### src/rtl/idct_blk_sched_pkg.sv
// Shared constants, FSM encoding and bus element helpers for the IDCT block scheduler.
package idct_blk_sched_pkg;

    localparam int unsigned ML = 16;      // coefficient/sample width
    localparam int unsigned N  = 8;       // block dimension (fixed)
    localparam int unsigned CW = 3;       // row/column counter width
    localparam int unsigned BW = N * ML;  // packed row/column bus width

    typedef enum logic {
        ST_ROW = 1'b0,
        ST_COL = 1'b1
    } state_t;

    // Extract element k from a packed N*ML bus.
    function automatic logic [ML-1:0] get_elem(input logic [BW-1:0] bus, input logic [CW-1:0] k);
        return bus[ML*32'(k) +: ML];
    endfunction

    // Return the bus with element k replaced by val.
    function automatic logic [BW-1:0] set_elem(input logic [BW-1:0] bus, input logic [CW-1:0] k,
                                               input logic [ML-1:0] val);
        logic [BW-1:0] res;
        res = bus;
        res[ML*32'(k) +: ML] = val;
        return res;
    endfunction

endpackage

### src/rtl/idct_blk_sched_tbuf.sv
// 8x8 transpose buffer: whole-row write port, combinational whole-column read port.
// Storage is intentionally not reset; contents are don't-care until written.
module idct_tbuf
    import idct_blk_sched_pkg::*;
(
    input  logic          clock,
    input  logic          wr_en,
    input  logic [CW-1:0] wr_row,
    input  logic [BW-1:0] wr_data,
    input  logic [CW-1:0] rd_col,
    output logic [BW-1:0] rd_data
);

    logic [ML-1:0] mem [N][N];

    // Row write: element k of wr_data lands in mem[wr_row][k].
    always_ff @(posedge clock) begin
        if (wr_en) begin
            for (int k = 0; k < int'(N); k++) begin
                mem[wr_row][k] <= get_elem(wr_data, CW'(k));
            end
        end
    end

    // Column read: element r of rd_data is mem[r][rd_col].
    always_comb begin
        rd_data = '0;
        for (int r = 0; r < int'(N); r++) begin
            rd_data = set_elem(rd_data, CW'(r), mem[r][rd_col]);
        end
    end

endmodule

### src/rtl/idct_blk_sched.sv
// IDCT block scheduler: streams 8 rows through the external row unit into a
// transpose buffer, then 8 columns through the external column unit.
// Optional build macro IDCT_BLK_SCHED_BLKCNT_EN adds a 32-bit blk_count output
// counting completed output blocks.
module idct_blk_sched
    import idct_blk_sched_pkg::*;
(
    input  logic          clock,
    input  logic          reset,
    input  logic          in_valid,
    output logic          in_ready,
    input  logic [BW-1:0] in_row,
    output logic [BW-1:0] row_op,
    input  logic [BW-1:0] row_res,
    output logic [BW-1:0] col_op,
    input  logic [BW-1:0] col_res,
    output logic          out_valid,
    input  logic          out_ready,
    output logic [BW-1:0] out_col,
    output logic [2:0]    out_idx,
    output logic          out_last,
    output logic          busy
`ifdef IDCT_BLK_SCHED_BLKCNT_EN
    ,
    output logic [31:0]   blk_count
`endif
);

    state_t        state, state_nx;
    logic [CW-1:0] row_cnt, row_cnt_nx;
    logic [CW-1:0] col_cnt, col_cnt_nx;
    logic          wr_en;

    // State and counter registers.
    always_ff @(posedge clock or posedge reset) begin
        if (reset) begin
            state   <= ST_ROW;
            row_cnt <= '0;
            col_cnt <= '0;
        end else begin
            state   <= state_nx;
            row_cnt <= row_cnt_nx;
            col_cnt <= col_cnt_nx;
        end
    end

    // Next-state, counter advance and handshake decode.
    always_comb begin
        state_nx   = state;
        row_cnt_nx = row_cnt;
        col_cnt_nx = col_cnt;
        in_ready   = 1'b0;
        out_valid  = 1'b0;
        wr_en      = 1'b0;
        case (state)
            ST_ROW: begin
                in_ready = 1'b1;
                if (in_valid) begin
                    wr_en      = 1'b1;
                    row_cnt_nx = row_cnt + CW'(1);
                    if (row_cnt == CW'(N - 1)) state_nx = ST_COL;
                end
            end
            ST_COL: begin
                out_valid = 1'b1;
                if (out_ready) begin
                    col_cnt_nx = col_cnt + CW'(1);
                    if (col_cnt == CW'(N - 1)) state_nx = ST_ROW;
                end
            end
            default: state_nx = ST_ROW;
        endcase
    end

    // Datapath pass-throughs and status derived from the registered state.
    always_comb begin
        row_op   = in_row;
        out_col  = col_res;
        out_idx  = col_cnt;
        out_last = (state == ST_COL) && (col_cnt == CW'(N - 1));
        busy     = (row_cnt != '0) || (state == ST_COL);
    end

    idct_tbuf u_tbuf (
        .clock   (clock),
        .wr_en   (wr_en),
        .wr_row  (row_cnt),
        .wr_data (row_res),
        .rd_col  (col_cnt),
        .rd_data (col_op)
    );

`ifdef IDCT_BLK_SCHED_BLKCNT_EN
    // Completed-block counter, advanced on the last output column handshake.
    always_ff @(posedge clock or posedge reset) begin
        if (reset) begin
            blk_count <= '0;
        end else if (out_valid && out_ready && out_last) begin
            blk_count <= blk_count + 32'd1;
        end
    end
`endif

endmodule
### config.mk
export PLATFORM = sky130hd
export DESIGN_NAME = idct_blk_sched
export DESIGN_NICKNAME = d
export VERILOG_FILES = /design/src/rtl/idct_blk_sched_pkg.sv /design/src/rtl/idct_blk_sched_tbuf.sv /design/src/rtl/idct_blk_sched.sv
export SDC_FILE = /design/constraint.sdc
export NUM_CORES = 1
export LEC_CHECK = 0
export CAP_MARGIN = 10
export CORE_AREA = 3 3 303 305
export CTS_CLUSTER_SIZE = 25
export DETAILED_ROUTE_END_ITERATION = 16
export DIE_AREA = 0 0 306 308
export PLACE_DENSITY_LB_ADDON = 0.05
export SLEW_MARGIN = 20
export SYNTH_ARGS = -nofsm -noshare
export SYNTH_HDL_FRONTEND = slang
export SYNTH_HIERARCHICAL = 1
export SYNTH_SLANG_ARGS = --single-unit
### constraint.sdc
create_clock -name clock -period 14.2 [get_ports clock]
set_clock_uncertainty 0.05 [all_clocks]
set_input_delay 2.13 -clock clock [delete_from_list [all_inputs] [get_ports clock]]
set_output_delay 2.13 -clock clock [all_outputs]
set_load 0.01 [all_outputs]
### Yosys cells after proc, flatten, opt, wreduce, memory -nomap -nowiden

Memory sizes are Yosys's and may differ from the RTL's.
Index checks and enable logic that the tools add are counted.

| storage, ports and cells | value |
|---|---|
| RAM bits | 1,024 |
| logic and storage cells | 51 |
| register bits after elaboration | 7 |
| memories kept | 1 |

| cells by class | value |
|---|---|
| bitwise operators | 2 |
| muxes and demuxes | 35 |
| add/subtract/negate cells | 2 |
| equality and inequality tests | 2 |
| reduce and logical (&&, ||, !) cells | 5 |
| magnitude comparators | 1 |

Memories:

| memory | depth | width | rd ports | clocked after memory_dff | wr ports | line | source |
|---|---|---|---|---|---|---|---|
| u_tbuf.mem | 8 | 128 | 8 | 0 | 1 | idct_blk_sched_tbuf.sv:14 | `logic [ML-1:0] mem [N][N];` |

Operators with widths:

| operator | count |
|---|---|
| binary-select mux 16 bit (select 3 bit) | 8 |
| 2-to-1 mux 16 bit | 16 |
| 2-to-1 mux 1 bit | 10 |
| adder 3 x 1 -> 3 bit (second input constant) | 2 |
| == test 3 bit (second input constant) | 2 |
| >= comparator 4 bit (second input constant) | 1 |
| NOT 3 -> 4 bit | 1 |
| AND reduction 2 bit | 2 |
| nonzero test 3 bit | 1 |
| one-hot mux 1 bit (2 select lines) | 1 |
| logical AND 1 bit | 1 |
| logical OR 1 bit | 1 |
| NOT 1 bit | 1 |

### Logic depth before layout (Yosys ltp)

Gate-level depths: netlist of the first run.

| logic depth | value |
|---|---|
| depth after elaboration | 4 |
| depth in mapped cells | 5 |

### By module

Netlist of the first run, hierarchy kept.

Modules (own cells, without submodules):

| module | seq. area each (µm²) | cells an instance | area an instance (µm²) | times used |
|---|---|---|---|---|
| idct_tbuf | 30,749.5 | 1,492 | 39,001.2 | 1 |
| idct_blk_sched | 175.2 | 285 | 2,302.2 | 1 |

### Least setup slack after synthesis of the first run

Ideal clock, no wire load.

| timing | value |
|---|---|
| path type | input port to flip-flop |
| start point | input port in_valid |
| end point | memory u_tbuf/mem[0][0] in the netlist's numbering (enable) |
| required time | 13.378 ns |
| setup slack | 2.292 ns |
| data arrival time | 11.086 ns |
| stages | 3 |
| path through | nor2b_4 > nand2b_1 > nor3_1 |

| on the way | value |
|---|---|
| word-level cells in the longest chain between the ends | 4 |

RTL lines:

| item | line | source |
|---|---|---|
| from (decl) | idct_blk_sched.sv:10 | `input logic in_valid,` |
| 2-to-1 mux 1 bit | idct_blk_sched.sv:58 | `if (in_valid) begin` |
| 2-to-1 mux 1 bit | idct_blk_sched.sv:55 | `case (state)` |
| 2-to-1 mux 1 bit | idct_blk_sched_tbuf.sv:18 | `if (wr_en) begin` |
| 2-to-1 mux 1 bit (implied by the code) | idct_blk_sched_tbuf.sv:20 | `mem[wr_row][k] <= get_elem(wr_data, CW'(k));` |
| to (decl) | idct_blk_sched_tbuf.sv:14 |  |

No other way between the ends.

### Final worst setup path of the first run

| timing | value |
|---|---|
| start point | register col_cnt[0], in the netlist out_idx[0] |
| end point | output port col_op[58] |

| on the way | value |
|---|---|
| word-level cells in the longest chain between the ends | 4 |

RTL lines:

| item | line | source |
|---|---|---|
| from (decl) | idct_blk_sched.sv:31 | `logic [CW-1:0] col_cnt, col_cnt_nx;` |
| from (signal assigned) | idct_blk_sched.sv:43 | `col_cnt <= col_cnt_nx;` |
| NOT 3 -> 4 bit (implied by the code) | idct_blk_sched_tbuf.sv:29 | `rd_data = set_elem(rd_data, CW'(r), mem[r][rd_col]);` |
| binary-select mux 16 bit (select 3 bit) | idct_blk_sched_tbuf.sv:29 |  |
| 2-to-1 mux 16 bit (implied by the code) (2 in series) | idct_blk_sched_tbuf.sv:29 |  |
| to (decl) | idct_blk_sched.sv:15 | `output logic [BW-1:0] col_op,` |

No other way between the ends. The select of a mux whose other input is x is not followed.

==> qor.csv, run 1 <==
metric,value,unit
status,"complete, no violations",
drt-pass1-iter-count,7,
worst_setup_path_end_kind,output pin,
final_routed_wirelength,107.0,mm
fp.coreArea,89600,sq um
max_freq,0.1453,GHz
dr_total_vias,17867,
vdd_drop_max,0.0001670,V
number_of_hold_violations_in_the_final_report,0,
path_cells,"buf_4, buf_4, mux4_1, mux2_2, clkdlybuf4s50_1",
yosys_register_bits,1031,
post-dp-hpwl,69.07,mm
mostFrequentLayoutCells,"sky130_fd_sc_hd__edfxtp_1 (1,024), sky130_fd_sc_hd__clkdlybuf4s50_1 (266), sky130_fd_sc_hd__mux4_2 (184), sky130_fd_sc_hd__mux2_2 (128), sky130_fd_sc_hd__clkbuf_16 (111)",
syn-mean-instance-area,23.24,sq um
max_stage_delay,0.93,ns
ff2ff_path_depth,5,
max_slew_margin,0.2606,
setup_viol,0,
mappedNetlistNets,2170,
grt_first_pass_wirelength,149.7,mm
die_area,94250,sq um
tritoncts,yes,
timing.critical_path.slowest_stage_cell,sky130_fd_sc_hd__dfrtp_4,
timing.hold.worst_path_depth,1,
final_period_utilization,0.4848,
static-leakage-power,14.69,nW
cts.repair.resized,0,
grt_pass1_vias,18928,
power.switching,2.533,mW
dieWidth,306,um
power_density,197.4,nW/um^2
netlist-cell-type-count,26,
final_nets,2247,
power.sequential.fraction,0.408,
path_max_fanout,43,
placement.setup.worst_slack,7.785,ns
critPathTopFamily,buffers and inverters,
total_power,9.173,mW
critPathKind,reg -> out,
start_util,0.4610,
routed_wire_length_per_instance,34.28,um
worstReg2RegEnd,u_tbuf/mem[0][123],
synth-seq-area-share,0.7487,
regToRegStartpoint,state,
setup_total_negative_slack,0,ns
ys.warnings.count,6,
residual_overflow_from_global_routing,0,
postCtsSetupRepairBufs,0,
place.gp.congestion,0.7405,
place_inst,2919,
antenna_found_initial,11,
area.growth.synth_to_final,12.51,%
die_span_in_y,308,um
p_int,6.640,mW
period_minus_slack,6.884,ns
pin_count_of_the_biggest_net_entering_global_routing,119,
drc,0,
final.setup.worst_slack,7.316,ns
mostFrequentLayoutCell,sky130_fd_sc_hd__edfxtp_1,
placement.io_buffers,266,
drv.max_cap_violation_count,0,
postSynthCellCount,1777,
timing.hold.worst.class,reg -> reg,
clock_insertion_delay_worst_skew,0.65,ns
p_clk_frac,0.288,
cts_buffers,107,
cts_root_buf,sky130_fd_sc_hd__clkbuf_16,
top_level_ports,779,
grt_usage,0.2254,
unrepaired_setup_endpoints_after_global_routing,no,
power.share.combinational,0.303,
endpoint_with_the_worst_hold_slack,row_cnt[1],
initialDrtViolationCount,1386,
synth.cell_area,41300,sq um
post_cts_hold_buffer_count,0,
layout-drive-gt1-share,0.2555,
sw_frac_of_total,0.2762,
h-tree-depth,3,
r2r_slack,10.29,ns
crit_path_start_kind,flip-flop,
path_depth,5,
drt-vias-per-instance,5.723,
slew_violations,0,
worst_tran_pin_value,1.109,ns
nFillCells,6965,
fp-row-count,110,
worst-path-buf-inv,3,
finish.cell_count_without_fillers,3122,
finalCoreUtilization,0.5186,
worst_setup_hold_path_clk_slew,0.06,ns
worstPathArrival,4.70,ns
hp-start,row_cnt[1],
ant_nets,0,
cts.sinks,1031,
crit_top_cell,sky130_fd_sc_hd__buf_4,
cp_data_required_time,12.02,ns
ctsLongestPathBuffers,3,
[Yosys cell counts]
master                     instances  area, sq um
sky130_fd_sc_hd__edfxtp_1       1024        30750
sky130_fd_sc_hd__buf_4           257         1929
sky130_fd_sc_hd__mux4_2          184         4144
sky130_fd_sc_hd__mux2_2          128         1441
sky130_fd_sc_hd__mux4_1           72         1892
sky130_fd_sc_hd__buf_8            19        285.3
sky130_fd_sc_hd__clkbuf_8         14        192.7
sky130_fd_sc_hd__clkbuf_1         13        48.80
sky130_fd_sc_hd__buf_1            12        45.04
sky130_fd_sc_hd__buf_6             7        78.83
sky130_fd_sc_hd__dfrtp_1           7        175.2
sky130_fd_sc_hd__nor2_1            7        26.28
sky130_fd_sc_hd__ha_1              5        62.56
sky130_fd_sc_hd__inv_1             4        15.01
sky130_fd_sc_hd__mux2_4            4        60.06
sky130_fd_sc_hd__nand2_1           3        11.26
sky130_fd_sc_hd__nand2b_1          3        18.77
sky130_fd_sc_hd__a21oi_1           2        10.01
sky130_fd_sc_hd__buf_12            2        40.04
sky130_fd_sc_hd__buf_2             2        10.01
sky130_fd_sc_hd__nor3_1            2        10.01
sky130_fd_sc_hd__xnor2_1           2        17.52
sky130_fd_sc_hd__and2_2            1        7.510
sky130_fd_sc_hd__clkbuf_4          1        7.510
sky130_fd_sc_hd__nand2_4           1        11.26
sky130_fd_sc_hd__nor2b_4           1        13.76
[worst max path at each step]
| stage | start | slack [ns] | end |
|---|---|---|---|
| after global routing | out_idx[0] | 6.89 | col_op[58] |
| after CTS | out_idx[0] | 7.04 | col_op[58] |
| after global placement | out_idx[0] | 7.80 | col_op[92] |
| after floorplan | in_valid | 2.29 | u_tbuf/mem[0][0] |
| after detailed placement | out_idx[0] | 7.78 | col_op[58] |
| final | out_idx[0] | 7.32 | col_op[58] |
[worst register-to-register path, stage by stage (launching register included)]
cell,delay [ns]
sky130_fd_sc_hd__dfrtp_1,0.49
sky130_fd_sc_hd__nor2b_4,0.23
sky130_fd_sc_hd__nand2b_1,0.25
sky130_fd_sc_hd__nor3_2,0.65
sky130_fd_sc_hd__buf_4,0.87
sky130_fd_sc_hd__buf_4,0.95
[area by class of cell]
| cell class | instances | area [sq um] | share of cell area |
|---|---|---|---|
| Antenna cell | 5 | 12.51 | 0.0002693 |
| Clock buffer | 134 | 2864 | 0.06163 |
| Clock inverter | 62 | 451.7 | 0.009720 |
| Inverter | 4 | 15.01 | 0.0003231 |
| Multi-Input combinational cell | 415 | 7781 | 0.1674 |
| Sequential cell | 1031 | 30940 | 0.6657 |
| Tap cell | 1176 | 1471 | 0.03166 |
| Timing Repair Buffer | 295 | 2938 | 0.06322 |
[power groups by stage]
stage / Sequential (mW) / Clock [mW] / Combinational [mW]
after detailed placement: 3.82 / 0 / 2.84
after floorplan: 3.76 / 0 / 1.89
after global routing: 3.77 / 2.85 / 2.95
after global placement: 3.81 / 0 / 2.84
final: 3.74 / 2.65 / 2.78
after CTS: 3.75 / 2.73 / 2.86
[kinds of logic (layout without fill, tap and decap cells)]
logic type,count (synthesis),count (layout),synth area share
DFF,1031,1031,0.7487
muxes,388,388,0.1825
buffers and inverters,331,495,0.06422
and+or+nand+nor,18,18,0.002393
adders and majority gates,5,5,0.001515
AOI/OAI and AO/OA,2,2,0.0002424
xor gates and xnor gates,2,2,0.0004242
other,0,5,0
[through the flow]
step	instance area [sq um]	hold slack [ns]
after floorplan	41300	0.4935
final	46470	0.5473
after global routing	46460	0.5760
after global placement	43090	0.5170
after detailed placement	43090	0.5328
after CTS	46410	0.5459
[per-layer routing]
layer / share of wire / routed length (um) / vias to the layer above / GRT usage
met5: 0.0051 / 544 / - / 0.03792
met4: 0.031 / 3357 / 22 / 0.06705
met3: 0.12 / 13090 / 199 / 0.1238
met2: 0.47 / 50360 / 853 / 0.3492
met1: 0.37 / 39680 / 9476 / 0.2693
li1: - / - / 7317 / -
[registers in the layout (all words and copies together), names as in the netlist]
register and cells:
row_cnt 3, state 1, u_tbuf/mem 1024, out_idx 3
No activity file was read; power rests on OpenSTA's default activity.
==> run 2, diff against run 1 <==
Clock period 14.2 ns to 6.45 ns, I/O delays scaled along.
==> run 2 against run 1 <==
  * Via count is 0.40% higher
  * Critical endpoint is now col_op[34]
  * Sequential cell count stayed put
  * Cell count hardly changed
  * Worst hold slack worse by 0.036 ns
  * Combinational power is 120% higher
  * Total power is 120% higher
  * Sequential share of layout area is 0.20 points lower
  * First-iteration DRC count is 1.2% lower
  * Critical path depth is 1 lower
  * Setup slack worse by 5.5 ns
  * Core utilization is 0.16 points higher
==> qor.csv, run 2 (synthesized netlist as in run 1, its figures left out) <==
metric,value,unit
status,"complete, no violations",
max_slew_margin,0.3142,
grt_usage,0.2431,
dieWidth,306,um
power.switching,5.724,mW
period_minus_slack,4.679,ns
slew_violations,0,
power.sequential.fraction,0.406,
vdd_drop_max,0.0003734,V
mostFrequentLayoutCells,"sky130_fd_sc_hd__edfxtp_1 (1,024), sky130_fd_sc_hd__clkdlybuf4s50_1 (266), sky130_fd_sc_hd__mux4_2 (184), sky130_fd_sc_hd__mux2_2 (128), sky130_fd_sc_hd__clkbuf_16 (106)",
mostFrequentLayoutCell,sky130_fd_sc_hd__edfxtp_1,
static-leakage-power,14.73,nW
die_area,94250,sq um
cts.repair.resized,0,
largest-register,u_tbuf/mem,
cts_root_buf,sky130_fd_sc_hd__clkbuf_16,
clock_insertion_delay_worst_skew,0.64,ns
number_of_hold_violations_in_the_final_report,0,
grt_first_pass_wirelength,157.1,mm
met2_usage,0.3826,
power_density,437.1,nW/um^2
area.growth.synth_to_final,12.85,%
met3_grt_util,0.1548,
post_cts_hold_buffer_count,0,
initialDrtViolationCount,1370,
worst_setup_hold_path_clk_slew,0.06,ns
pin_count_of_the_biggest_net_entering_global_routing,129,
worstPathArrival,3.66,ns
fin_area,46610,sq um
h-tree-depth,3,
setup_viol,0,
final_period_utilization,0.7254,
cts.sinks,1031,
crit_path_start_kind,flip-flop,
drt-vias-per-instance,5.740,
fp-row-count,110,
p_clk_frac,0.290,
fp.coreArea,89600,sq um
drc,0,
p_int,14.65,mW
hold-worst-slack,0.5109,ns
layout-drive-gt1-share,0.2594,
start_util,0.4610,
postCtsSetupRepairBufs,0,
drv.max_cap_violation_count,0,
timing.hold.worst.class,in -> async,
sw_frac_of_total,0.2810,
placement.io_buffers,266,
max_stage_delay,0.98,ns
critPathKind,reg -> out,
timing.critical_path.slowest_stage_cell,sky130_fd_sc_hd__dfrtp_4,
grt_pass1_vias,18823,
place.gp.congestion,0.8103,
die_span_in_y,308,um
cts_buffers,106,
detailed_place.area,43220,sq um
largest_register_ffs,1024,
setup_total_negative_slack,0,ns
ant_nets,0,
final_routed_wirelength,115.2,mm
power.share.combinational,0.304,
tritoncts,yes,
groute.layer.met1.usage,0.2720,
drt-pass1-iter-count,5,
path_max_fanout,41,
routed_wire_length_per_instance,36.85,um
ctsLongestPathBuffers,3,
final_nets,2244,
worst_setup_path_end_kind,output pin,
nFillCells,6970,
unrepaired_setup_endpoints_after_global_routing,no,
max_freq,0.2137,GHz
residual_overflow_from_global_routing,0,
path_cells,"buf_4, mux4_1, mux2_2, clkdlybuf4s50_1",
global_route.peak_usage_layer,met2,
top_level_ports,779,
dr_total_vias,17938,
worst_tran_pin_value,1.029,ns
antenna_found_initial,28,
post-dp-hpwl,76.98,mm
final.setup.worst_slack,1.771,ns
cp_data_required_time,5.43,ns
finalCoreUtilization,0.5202,
placement.setup.worst_slack,2.324,ns
==> run 2: cell count changes in the layout (fill, tap and decap cells not counted), sizes merged <==
cell,delta
buf,-2
clkbuf,-5
inv,+1
bufinv,+2
diode,+5
clkinv,+1
clkinvlp,+1
==> run 2: final timing paths <==
| path | startpoint | end | slack, ns | depth (start not counted) |
|---|---|---|---|---|
| worst max-delay path | out_idx[0] | col_op[34] | 1.77 | 4 |
| worst max register to register | state | u_tbuf/mem[0][57] | 3.55 | 4 |
| min in group clock | row_cnt[1] | row_cnt[1] | 0.55 | 1 |
| worst min register to register | row_cnt[1] | row_cnt[1] | 0.55 | 1 |
| max in group asynchronous | reset | out_idx[1] | 5.60 | 2 |
| worst min-delay path | reset | state | 0.51 | 2 |
==> run 2: cell type report <==
class	count	area [sq um]	share of cell area
antenna	10	25.02	0.0005369
clock buffer	129	2739	0.05876
clock inverter	67	626.9	0.01345
inverter	4	15.01	0.0003221
multi-input combinational	415	7794	0.1672
sequential	1031	30940	0.6637
tap	1176	1471	0.03157
timing repair buffer	293	3003	0.06443
==> run 2: routing by layer <==
| layer | vias to the layer above | share of wire | routed length [um] |
|---|---|---|---|
| met2 | 870 | 0.47 | 54450 |
| met4 | 24 | 0.026 | 2973 |
| met1 | 9514 | 0.35 | 40180 |
| met3 | 203 | 0.15 | 16980 |
| met5 | - | 0.0050 | 575 |
| li1 | 7327 | - | - |
==> run 2: metrics by stage <==
| step | cells | power, mW |
|---|---|---|
| global route | 3117 | 21.22 |
| global placement | 2919 | 14.73 |
| finish | 3125 | 20.37 |
| floorplan | 1777 | 12.40 |
| CTS | 3115 | 20.70 |
| detailed placement | 2919 | 14.76 |
==> run 2: power groups by stage <==
stage	clock (mW)	sequential (mW)	combinational, mW
final	5.91	8.26	6.20
after floorplan	0	8.25	4.16
after CTS	6.05	8.28	6.37
after detailed placement	0	8.42	6.33
after global placement	0	8.39	6.34
after global routing	6.32	8.32	6.57
==> run 2: critical path: cells and delay by family (launching register included) <==
family                 cells  cell delay (ns)
muxes                      2             0.91
DFF                        1             0.98
buffers and inverters      2             1.09
==> run 3, diff against run 2 <==
Settings changed: CORE_AREA 3 3 303 305 to unset, CORE_MARGIN set to 3, CORE_UTILIZATION set to 47, DIE_AREA 0 0 306 308 to unset.
Clock period 6.45 ns to 4.3 ns, I/O delays scaled along.
==> run 3 against run 2 <==
  * Setup slack worse by 1.4 ns
  * Routed wire length is 3.7% lower
  * Highest routed layer unchanged
  * Sequential share of layout area is 0.29 points lower
  * Critical path type unchanged
  * Critical endpoint is now col_op[119]
  * Register-to-register slack worse by 1.9 ns
  * Sequential power is 48% higher
  * Sequential cell count stayed put
==> qor.csv, run 3 (synthesized netlist as in run 1, its figures left out) <==
metric,value,unit
dr_total_vias,17786,
power.sequential.fraction,0.401,
final_nets,2259,
place.gp.congestion,0.7674,
ff2ff_path_depth,4,
r2r_slack,1.63,ns
post_cts_hold_buffer_count,0,
max_slew_margin,0.3270,
tritoncts,yes,
drc,0,
drt-vias-per-instance,5.695,
ctsLongestPathBuffers,3,
layout-drive-gt1-share,0.2646,
residual_overflow_from_global_routing,0,
largest-register,u_tbuf/mem,
die_span_in_y,302.4,um
critPathKind,reg -> out,
unrepaired_setup_endpoints_after_global_routing,no,
antenna_found_initial,26,
power_density,651.0,nW/um^2
post-dp-hpwl,74.58,mm
routed_wire_length_per_instance,35.50,um
nFillCells,6634,
cts_root_buf,sky130_fd_sc_hd__clkbuf_16,
regToRegStartpoint,state,
number_of_hold_violations_in_the_final_report,0,
period_minus_slack,3.917,ns
p_clk_frac,0.286,
worstPathArrival,3.22,ns
final_period_utilization,0.9109,
vdd_drop_max,0.0006424,V
power.share.combinational,0.313,
drt-pass1-iter-count,5,
initialDrtViolationCount,1280,
p_int,22.07,mW
grt_usage,0.2415,
max_freq,0.2553,GHz
setup_viol,0,
die_area,91470,sq um
path_max_fanout,33,
finalCoreUtilization,0.5388,
mostFrequentLayoutCells,"sky130_fd_sc_hd__edfxtp_1 (1,024), sky130_fd_sc_hd__clkdlybuf4s50_1 (266), sky130_fd_sc_hd__mux4_2 (184), sky130_fd_sc_hd__mux2_2 (128), sky130_fd_sc_hd__clkbuf_16 (110)",
dieWidth,302.4,um
clock_insertion_delay_worst_skew,0.63,ns
worst_setup_hold_path_clk_slew,0.06,ns
worst_tran_pin_value,1.006,ns
top_level_ports,779,
start_util,0.4754,
ant_nets,0,
grt_pass1_vias,18816,
cts_buffers,106,
drv.max_cap_violation_count,0,
crit_path_start_kind,flip-flop,
largest_register_ffs,1024,
power.switching,8.410,mW
worst_setup_path_end_kind,output pin,
mostFrequentLayoutCell,sky130_fd_sc_hd__edfxtp_1,
cts.sinks,1031,
h-tree-depth,3,
hold-worst-slack,0.2226,ns
status,"complete, no violations",
postCtsSetupRepairBufs,0,
grt_first_pass_wirelength,151.2,mm
area.growth.synth_to_final,13.35,%
timing.hold.worst.class,in -> async,
fp-row-count,108,
slew_violations,0,
final_routed_wirelength,110.9,mm
worstReg2RegEnd,u_tbuf/mem[0][22],
static-leakage-power,14.84,nW
sw_frac_of_total,0.2760,
pin_count_of_the_biggest_net_entering_global_routing,93,
fp.coreArea,86890,sq um
cp_data_required_time,3.61,ns
placement.io_buffers,266,
cts.repair.resized,0,
run 3: per-layer routing:
layer,GRT usage,up-vias,part of all wire
met3,0.1593,216,0.15
met5,0.04339,-,0.0052
met1,0.2823,9348,0.36
met2,0.3557,849,0.45
met4,0.08209,30,0.034
li1,-,7343,-
run 3: area by class of cell:
cell class	count	area [sq um]	area share
inverter	4	15.01	0.0003207
clock inverter	61	466.7	0.009969
timing repair buffer	308	3278	0.07002
tap	1155	1445	0.03087
multi-input combinational	415	7794	0.1665
sequential	1031	30940	0.6608
antenna	14	35.03	0.0007483
clock buffer	135	2846	0.06080
run 3: power groups by stage:
stage	Combinational [mW]	Clock (mW)	Sequential [mW]
6_report	9.53	8.73	12.2
5_1_grt	10.1	9.38	12.3
4_1_cts	9.78	8.96	12.2
3_5_place_dp	9.73	0	12.4
3_3_place_gp	9.73	0	12.4
2_1_floorplan	6.25	0	12.3
run 3: critical path, stage by stage, from the launching register on:
cell and delay [ns]:
sky130_fd_sc_hd__dfrtp_4 0.47, sky130_fd_sc_hd__buf_12 0.28, sky130_fd_sc_hd__buf_4 0.38, sky130_fd_sc_hd__mux4_2 0.55
sky130_fd_sc_hd__mux2_2 0.28, sky130_fd_sc_hd__clkdlybuf4s50_1 0.57
run 3: worst max-delay path by stage:
stage                              to        from  slack (ns)  depth (start not counted)
floorplan            u_tbuf/mem[4][0]    in_valid       -0.58                          3
finish                    col_op[119]  out_idx[0]        0.38                          5
CTS                        col_op[85]  out_idx[0]        0.28                          4
detailed placement  u_tbuf/mem[0][40]    in_valid        0.94                          5
global placement    u_tbuf/mem[0][56]    in_valid        0.98                          5
global route               col_op[85]  out_idx[0]        0.21                          4
run 3: through the flow:
step | setup TNS, ns | setup slack (ns) | std cells | total power [mW] | instance area [sq um]
after floorplan | -508.09 | -0.5799 | 1777 | 18.56 | 41340
after global placement | 0 | 0.9791 | 2913 | 22.12 | 43470
after detailed placement | 0 | 0.9353 | 2913 | 22.17 | 43470
after CTS | 0 | 0.2839 | 3109 | 30.97 | 46780
after global routing | 0 | 0.2147 | 3110 | 31.81 | 46780
final | 0 | 0.3832 | 3123 | 30.48 | 46820
